==> src/rtl/spi_flash_responder.sv <==
// SPI NOR flash responder: 0x03 read, 0x05 status, 0x9F ID, 0x06/0x04 WEL.
// Define SPI_FLASH_RESPONDER_PROGRAM_EN to add a RAM and 0x02 page program.
module spi_flash_responder #(
    parameter logic [23:0] JEDEC_ID  = 24'hEF4018,
    parameter int          ADDR_BITS = 8
) (
    input  logic       CLKA,
    input  logic       rst_n,
    input  logic       MEM_VCC,
    input  logic       SPI_CLK,
    input  logic       SPI_CS_n,
    input  logic       SPI_MOSI,
    output logic       SPI_MISO,
    output logic       cmd_valid,
    output logic [7:0] cmd_code,
    output logic       wel
);

    localparam int SH_W = (ADDR_BITS > 8) ? ADDR_BITS : 8;

    typedef enum logic [2:0] {
        IDLE, CMD, ADDR, READ, PROG, STATUS, ID, IGNORE
    } state_t;

    state_t               state;
    logic [1:0]           sclk_s, cs_s, mosi_s;
    logic                 sclk_d, cs_d;
    logic                 sclk_rise, sclk_fall;
    logic                 cs_rise, cs_fall, cs_act;
    logic [4:0]           bit_cnt;
    logic [SH_W-2:0]      shreg;
    logic [SH_W-1:0]      sh_next;
    logic [7:0]           tx;
    logic [1:0]           id_idx;
    logic                 is_prog;
    logic [ADDR_BITS-1:0] ptr, addr_lo;

    always_ff @(posedge CLKA or negedge rst_n) begin
        if (!rst_n) begin
            sclk_s <= 2'b00;
            cs_s   <= 2'b11;
            mosi_s <= 2'b00;
            sclk_d <= 1'b0;
            cs_d   <= 1'b1;
        end else begin
            sclk_s <= {sclk_s[0], SPI_CLK};
            cs_s   <= {cs_s[0], SPI_CS_n};
            mosi_s <= {mosi_s[0], SPI_MOSI};
            sclk_d <= sclk_s[1];
            cs_d   <= cs_s[1];
        end
    end

    assign sclk_rise = sclk_s[1] & ~sclk_d;
    assign sclk_fall = ~sclk_s[1] & sclk_d;
    assign cs_rise   = cs_s[1] & ~cs_d;
    assign cs_fall   = ~cs_s[1] & cs_d;
    assign cs_act    = ~cs_s[1];
    assign sh_next   = {shreg, mosi_s[1]};
    assign addr_lo   = sh_next[ADDR_BITS-1:0];

`ifdef SPI_FLASH_RESPONDER_PROGRAM_EN
    logic [7:0] mem [0:(1<<ADDR_BITS)-1];
    logic       mem_we;

    assign mem_we = MEM_VCC && cs_act && sclk_rise && state == PROG
                    && bit_cnt == 5'd7 && wel;

    // Array contents survive reset, so no reset branch here.
    always_ff @(posedge CLKA) begin
        if (mem_we) mem[ptr] <= sh_next[7:0];
    end

    function automatic logic [7:0] rd_byte(input logic [ADDR_BITS-1:0] p);
        return mem[p];
    endfunction
`else
    function automatic logic [7:0] rd_byte(input logic [ADDR_BITS-1:0] p);
        return 8'(p) ^ 8'hA5;
    endfunction
`endif

    function automatic logic [7:0] id_byte(input logic [1:0] i);
        case (i)
            2'd0:    return JEDEC_ID[23:16];
            2'd1:    return JEDEC_ID[15:8];
            2'd2:    return JEDEC_ID[7:0];
            default: return 8'h00;
        endcase
    endfunction

    always_ff @(posedge CLKA or negedge rst_n) begin
        if (!rst_n) begin
            state     <= IDLE;
            SPI_MISO  <= 1'b0;
            cmd_valid <= 1'b0;
            cmd_code  <= 8'h00;
            wel       <= 1'b0;
            ptr       <= '0;
            bit_cnt   <= 5'd0;
            shreg     <= '0;
            tx        <= 8'h00;
            id_idx    <= 2'd0;
            is_prog   <= 1'b0;
        end else begin
            cmd_valid <= 1'b0;
            if (!MEM_VCC) begin
                state    <= IDLE;
                wel      <= 1'b0;
                SPI_MISO <= 1'b0;
                cmd_code <= 8'h00;
                bit_cnt  <= 5'd0;
            end else if (cs_rise) begin
                if (state == PROG) wel <= 1'b0;
                state    <= IDLE;
                SPI_MISO <= 1'b0;
                bit_cnt  <= 5'd0;
                shreg    <= '0;
            end else if (cs_fall && state == IDLE) begin
                state   <= CMD;
                bit_cnt <= 5'd0;
            end else if (cs_act && sclk_rise) begin
                bit_cnt <= bit_cnt + 5'd1;
                shreg   <= sh_next[SH_W-2:0];
                unique case (state)
                    CMD: if (bit_cnt == 5'd7) begin
                        bit_cnt   <= 5'd0;
                        cmd_code  <= sh_next[7:0];
                        cmd_valid <= 1'b1;
                        case (sh_next[7:0])
                            8'h03: begin
                                state   <= ADDR;
                                is_prog <= 1'b0;
                            end
`ifdef SPI_FLASH_RESPONDER_PROGRAM_EN
                            8'h02: begin
                                state   <= ADDR;
                                is_prog <= 1'b1;
                            end
`endif
                            8'h05: begin
                                state <= STATUS;
                                tx    <= {6'b0, wel, 1'b0};
                            end
                            8'h9F: begin
                                state  <= ID;
                                tx     <= id_byte(2'd0);
                                id_idx <= 2'd1;
                            end
                            8'h06: begin
                                state <= IGNORE;
                                wel   <= 1'b1;
                            end
                            8'h04: begin
                                state <= IGNORE;
                                wel   <= 1'b0;
                            end
                            default: state <= IGNORE;
                        endcase
                    end
                    ADDR: if (bit_cnt == 5'd23) begin
                        bit_cnt <= 5'd0;
                        if (is_prog) begin
                            state <= PROG;
                            ptr   <= addr_lo;
                        end else begin
                            state <= READ;
                            tx    <= rd_byte(addr_lo);
                            ptr   <= addr_lo + ADDR_BITS'(1);
                        end
                    end
                    READ: if (bit_cnt == 5'd7) begin
                        bit_cnt <= 5'd0;
                        tx      <= rd_byte(ptr);
                        ptr     <= ptr + ADDR_BITS'(1);
                    end
                    PROG: if (bit_cnt == 5'd7) begin
                        bit_cnt <= 5'd0;
                        ptr     <= ptr + ADDR_BITS'(1);
                    end
                    STATUS: if (bit_cnt == 5'd7) begin
                        bit_cnt <= 5'd0;
                        tx      <= {6'b0, wel, 1'b0};
                    end
                    ID: if (bit_cnt == 5'd7) begin
                        bit_cnt <= 5'd0;
                        tx      <= id_byte(id_idx);
                        if (id_idx != 2'd3) id_idx <= id_idx + 2'd1;
                    end
                    default: bit_cnt <= 5'd0;
                endcase
            end else if (cs_act && sclk_fall) begin
                // Byte is preloaded on the rising edge; falls only shift it out.
                if (state == READ || state == STATUS || state == ID) begin
                    SPI_MISO <= tx[7];
                    tx       <= {tx[6:0], 1'b0};
                end
            end
        end
    end

endmodule

==> config.mk <==
export PLATFORM = sky130hd
export DESIGN_NAME = spi_flash_responder
export DESIGN_NICKNAME = d
export VERILOG_FILES = /design/src/rtl/spi_flash_responder.sv
export SDC_FILE = /design/constraint.sdc
export NUM_CORES = 1
export LEC_CHECK = 0
export BUFFER_PORTS_ARGS = -buffer_cell sky130_fd_sc_hd__buf_2
export CAP_MARGIN = 30
export CORE_MARGIN = 8
export CORE_UTILIZATION = 60
export DETAILED_ROUTE_END_ITERATION = 16
export PLACE_DENSITY = 0.86
export SYNTH_ARGS = -nofsm -noshare
export SYNTH_HDL_FRONTEND = slang
export SYNTH_SLANG_ARGS = --single-unit
export TNS_END_PERCENT = 50
==> constraint.sdc <==
create_clock -name CLKA -period 3.8 [get_ports CLKA]
set_clock_uncertainty 0.1 [all_clocks]
set_input_delay 0.76 -clock CLKA [delete_from_list [all_inputs] [get_ports CLKA]]
set_output_delay 0.76 -clock CLKA [all_outputs]
set_load 0.005 [all_outputs]
# [Word-level counts from Yosys, hierarchy flattened]
# Cells that the tools add are included.
[word_totals] ff_bits=52 latchBits=0 ramBits=0 mem_bits_ro=0 inputBits=6 out_inout_bits=11 memories=0
[classes] addsub=4 n_mul=0 div=0 n_lt_le_gt_ge=0 eq_ne=48 shifts=0 n_mux=63 bitwise=12 reduce_logical=22
[op_table] operator="8-bit two-way mux" n=16
[op_table] operator="8-bit case mux with 5 select lines" n=1
[op_table] operator="8-bit case mux with 2 select lines" n=2
[op_table] operator="5-bit two-way mux" n=6
[op_table] operator="8-bit by 3-bit equality test with 1-bit output, second input constant" n=3
[op_table] operator="8-bit case mux with 3 select lines" n=1
[op_table] operator="7-bit two-way mux" n=3
[op_table] operator="3-bit != test, second input constant" n=7
[op_table] operator="1-bit two-way mux" n=19
[op_table] operator="3-bit two-way mux" n=6
[op_table] operator="8-bit by 1-bit adder with 8-bit output, second input constant" n=2
[op_table] operator="2-bit != test, second input constant" n=8
[op_table] operator="3-bit by 1-bit != test with 1-bit output, second input constant" n=5
[op_table] operator="12-bit AND reduction" n=1
[op_table] operator="2-bit by 1-bit != test with 1-bit output, second input constant" n=5
[op_table] operator="5-bit != test, second input constant" n=2
[op_table] operator="5-bit case mux with 2 select lines" n=1
[op_table] operator="2-bit nonzero test" n=5
[op_table] operator="3-bit equality test, second input constant" n=3
[op_table] operator="3-bit case mux with 3 select lines" n=1
[op_table] operator="9-bit AND reduction" n=1
[op_table] operator="8-bit by 2-bit equality test with 1-bit output, second input constant" n=1
[op_table] operator="8-bit equality test, second input constant" n=1
[op_table] operator="2-bit two-way mux" n=4
[op_table] operator="30 further kinds" n=45

# [Logic depth before layout (Yosys ltp)]
[logic_depth] depth_word=9 ltp_mapped=12 mapped_depth_nobuf=9

# [Worst setup path before layout]
# Ideal clock, no wire load.
[synth_timing] kind="register -> register" startpoint="register state[2]" endpoint="register ptr[6]" t_arrival_ns=2.127 required_ns=3.601 path_slack_ns=1.474 path_stages_with_launch=9 n_path_buf=1 cell_sequence="dfrtp_1 buf_4 nand3b_2 a32o_1 or2_2 ha_1 o21ai_0 a2111oi_0 a311oi_1"
[synth_between] elab_chain_cells=4 elab_cells_between_ends=12 cone_classes="5 x eq/ne; 1 x mux; 1 x bitwise; 5 x reduce/logical"
[synth_lines] element="from (decl)" line_no="25" source="state_t state;"
[synth_lines] element="from (signal assigned)" line_no="94" source="state <= IDLE;"
[synth_lines] element="from (signal assigned)" line_no="108" source="state <= IDLE;"
[synth_lines] element="from (signal assigned)" line_no="115" source="state <= IDLE;"
[synth_lines] element="3-bit equality test (tied with other cells)" line_no="125" source="unique case (state)"
[synth_lines] element="2-bit OR reduction (no line) / 1-bit logical AND (equally long branches)"
[synth_lines] element="2-bit by 1-bit != test with 1-bit output (no line) (tied with other cells)"
[synth_lines] element="7-bit AND reduction (no line)"
[synth_lines] element="to (signal assigned)" line_no="165" source="ptr <= addr_lo;"
[synth_lines] element="to (signal assigned)" line_no="169" source="ptr <= addr_lo + ADDR_BITS'(1);"
[synth_lines] element="to (signal assigned)" line_no="175" source="ptr <= ptr + ADDR_BITS'(1);"
[synth_lines] element="to (decl)" line_no="36" source="logic [ADDR_BITS-1:0] ptr, addr_lo;"
# Several ways; a longest one is shown, not always the timed one.
# A chain may end at the register's enable or synchronous reset.

# [Worst setup path in the final report]
[layout_timing] startpoint="register state[2]" endpoint="register ptr[4]"
# The elaborated chain is that of the path after synthesis.

==> reports/results.tsv <==
metric	value	unit
CP Class	register to register	
crit path buf inv count	0	
clock insertion delay at the later pin of the skew report	0.32	ns
Syn Inst Count	349	
cell row count	27	
post-synthesis sequential area ratio	38.92	%
Worst-path clk slew	0.10	ns
placed instance count	416	
syn_nets	362	
crit-path max cell delay	0.62	ns
DR WL/cell	18.71	um
max frequency	371.5	MHz
routed wire length	7931	um
post-synth design cell area	0.003353	mm^2
Post-CTS Setup Inserts	0	
Die Span X	90.76	um
die height	90.76	um
WP depth	7	
R2R setup slack	1.11	ns
CTS buffer count	5	
DRC violations left	0	
worst setup path end	ptr[4]$_DFFE_PN0P_	
diode count	0	
Crit-path slowest cell	dfrtp_1	
Rel. slew slack	39.84	%
max-cap viol count	0	
syn avg cell area	9.608	um^2
LEAKAGE	1.515	nW
Worst VDD drop	0.0002306	V
Worst R2R End	ptr[4]$_DFFE_PN0P_	
Req. time, crit path	3.88	ns
Fin. Hold Viols	0	
post-route ant nets	0	
fin cells	424	
beginning of the critical path	state[2]$_DFFE_PN0P_	
Post-synth EDFFs	0	
# resized after CTS	0	
first-pass GRT wire length	13020	um
Remaining Overflow, GRT	0	
total number of vias	2752	
Area Overhead vs Synth	4.478	%
hold_buf cts	0	
RSZ-0062 raised after global routing	no	
post-layout net count	364	
H-Tree Depth	2	
ys async rst share	100.0	%
worst-margin pin slew	0.8998	ns
R2R Path Start	state[2]$_DFFE_PN0P_	
count of different cell masters after synthesis	64	
startpoint types	register	
YS warnings	0	
hpwl dp	5660	um
Yosys reg bits	52	
Placer Congestion	0.9326	
initial antenna violation count	0	
I/O pins	17	
CTS root buffer	clkbuf_8	
most used flip-flop cell after synthesis	dfrtp_1	
worst hold margin	0.2620	ns
Clock Sinks	52	
Setup-failing EPs final	0	
gr usage total	19.08	%
Pre-Repair DR Iteration Count	4	
starting density of the core	61.65	%
Tmin final	2.692	ns
CTS tree	yes	
CTS Buffer Depth	2	
core region area	0.005439	mm^2
critical path arrival	2.77	ns
Worst Path Max Fanout	14	
hold crit path type	register to register	
fraction of layout cells with a size suffix above 1	15.91	%
final slew viol count	0	
fin worst setup slack	1.108	ns
CP delay by family, top	compound AO/OA/AOI/OAI gates	
die area	0.008236	mm^2
total power	978.2	uW
worst path cell trace	nor3b_2 -> a32o_1 -> or2_2 -> ha_1 -> o21ai_0 -> a2111oi_4 -> a211oi_1	
Reg2Reg Depth	7	
1st-iter DRT viols	267	
vias in the first global route	2639	
pin count of the biggest net entering global routing	30	
Setup TNS	0	ns
port bufs	16	
vias per inst	6.491	
CP endpoint kind	register	
PD cells	279.2	mW/mm^2
HP Start	sclk_s[0]$_DFF_PN0_	
Final Cycle Share	70.84	%
run status	finished, final reports clean	
pre-CTS WS	0.9220	ns
## Yosys cell counts (8+ instances only)
cell type,number,area share [%]
inv_1,13,1.5
dfrtp_1,49,37
o21ai_0,16,2.4
nand3_1,9,1.3
nor2b_1,10,1.9
mux2i_1,8,2.4
nor3_1,11,1.6
nand2_1,32,3.6
nor2_1,31,3.5
clkbuf_1,14,1.6
a22o_1,16,4.2
a21oi_1,11,1.6
## layer usage
| layer | vias to the layer above | part of all wire, % | track usage, % |
|---|---|---|---|
| met3 | 12 | 4.6 | 3.408 |
| met4 | 0 | 1.3 | 5.687 |
| met5 | - | 0 | 0 |
| met1 | 1374 | 46 | 24.79 |
| li1 | 1294 | - | - |
| met2 | 72 | 48 | 31.36 |
## final cells by class
class	count	area, um^2
Tap cell	72	90.09
Multi-Input combinational cell	258	1852
Inverter	13	48.80
Timing Repair Buffer	21	117.6
Fill cell	456	1936
Clock inverter	3	21.27
Sequential cell	52	1305
Clock buffer	5	68.82
## flip-flops by register name, indices dropped and copies added (netlist names)
signal	cells
ptr	8
cmd_valid	1
shreg	7
sclk_d	1
mosi_s	2
state	3
cs_s	2
tx	8
wel	1
bit_cnt	5
sclk_s	2
SPI_MISO	1
id_idx	2
cmd_code	8
cs_d	1
## report_power, final
group	switching, mW	internal (mW)
Combinational	0.0438	0.0241
Sequential	0.0151	0.561
Clock	0.203	0.131
Total	0.261	0.717
## placed cells by master, fill, tap and decap left out, types with 10 or more instances in the layout
cell,Yosys,routed
a21oi_1,11,11
nor2_1,31,31
nor2b_1,10,10
dfrtp_1,49,49
inv_1,13,13
nor3_1,11,11
a22o_1,16,16
nand2_1,32,32
o21ai_0,16,16
buf_2,3,16
## cell families (layout without fill, tap and decap cells)
kind of cell             Yosys count  count (layout)  synth area share, %
AND/OR/NAND/NOR                  137             137                22.80
multiplexers                      15              15                4.739
adder cells (fa/ha/maj)            7               7                2.612
buffers and inverters             39              42                5.858
XOR/XNOR                           1               1               0.2612
AO/OA/AOI/OAI                     98              98                24.81
flip-flops                        52              52                38.92
## metrics by stage
step	instance area [um^2]	utilization [%]
final	3503	64.41
after global routing	3503	64.41
after CTS	3503	64.41
after detailed placement	3413	62.76
after global placement	3413	62.76
after floorplan	3353	-
## worst min-delay path by stage
| stage | endpoint | cells after the start |
|---|---|---|
| 3_3_place_gp | sclk_s[1]$_DFF_PN0_ | 0 |
| 6_report | sclk_s[1]$_DFF_PN0_ | 0 |
| 3_5_place_dp | sclk_s[1]$_DFF_PN0_ | 0 |
| 4_1_cts | sclk_s[1]$_DFF_PN0_ | 0 |
| 5_1_grt | sclk_s[1]$_DFF_PN0_ | 0 |
| 2_1_floorplan | mosi_s[1]$_DFF_PN0_ | 0 |
(Power assumes the default switching activity.)
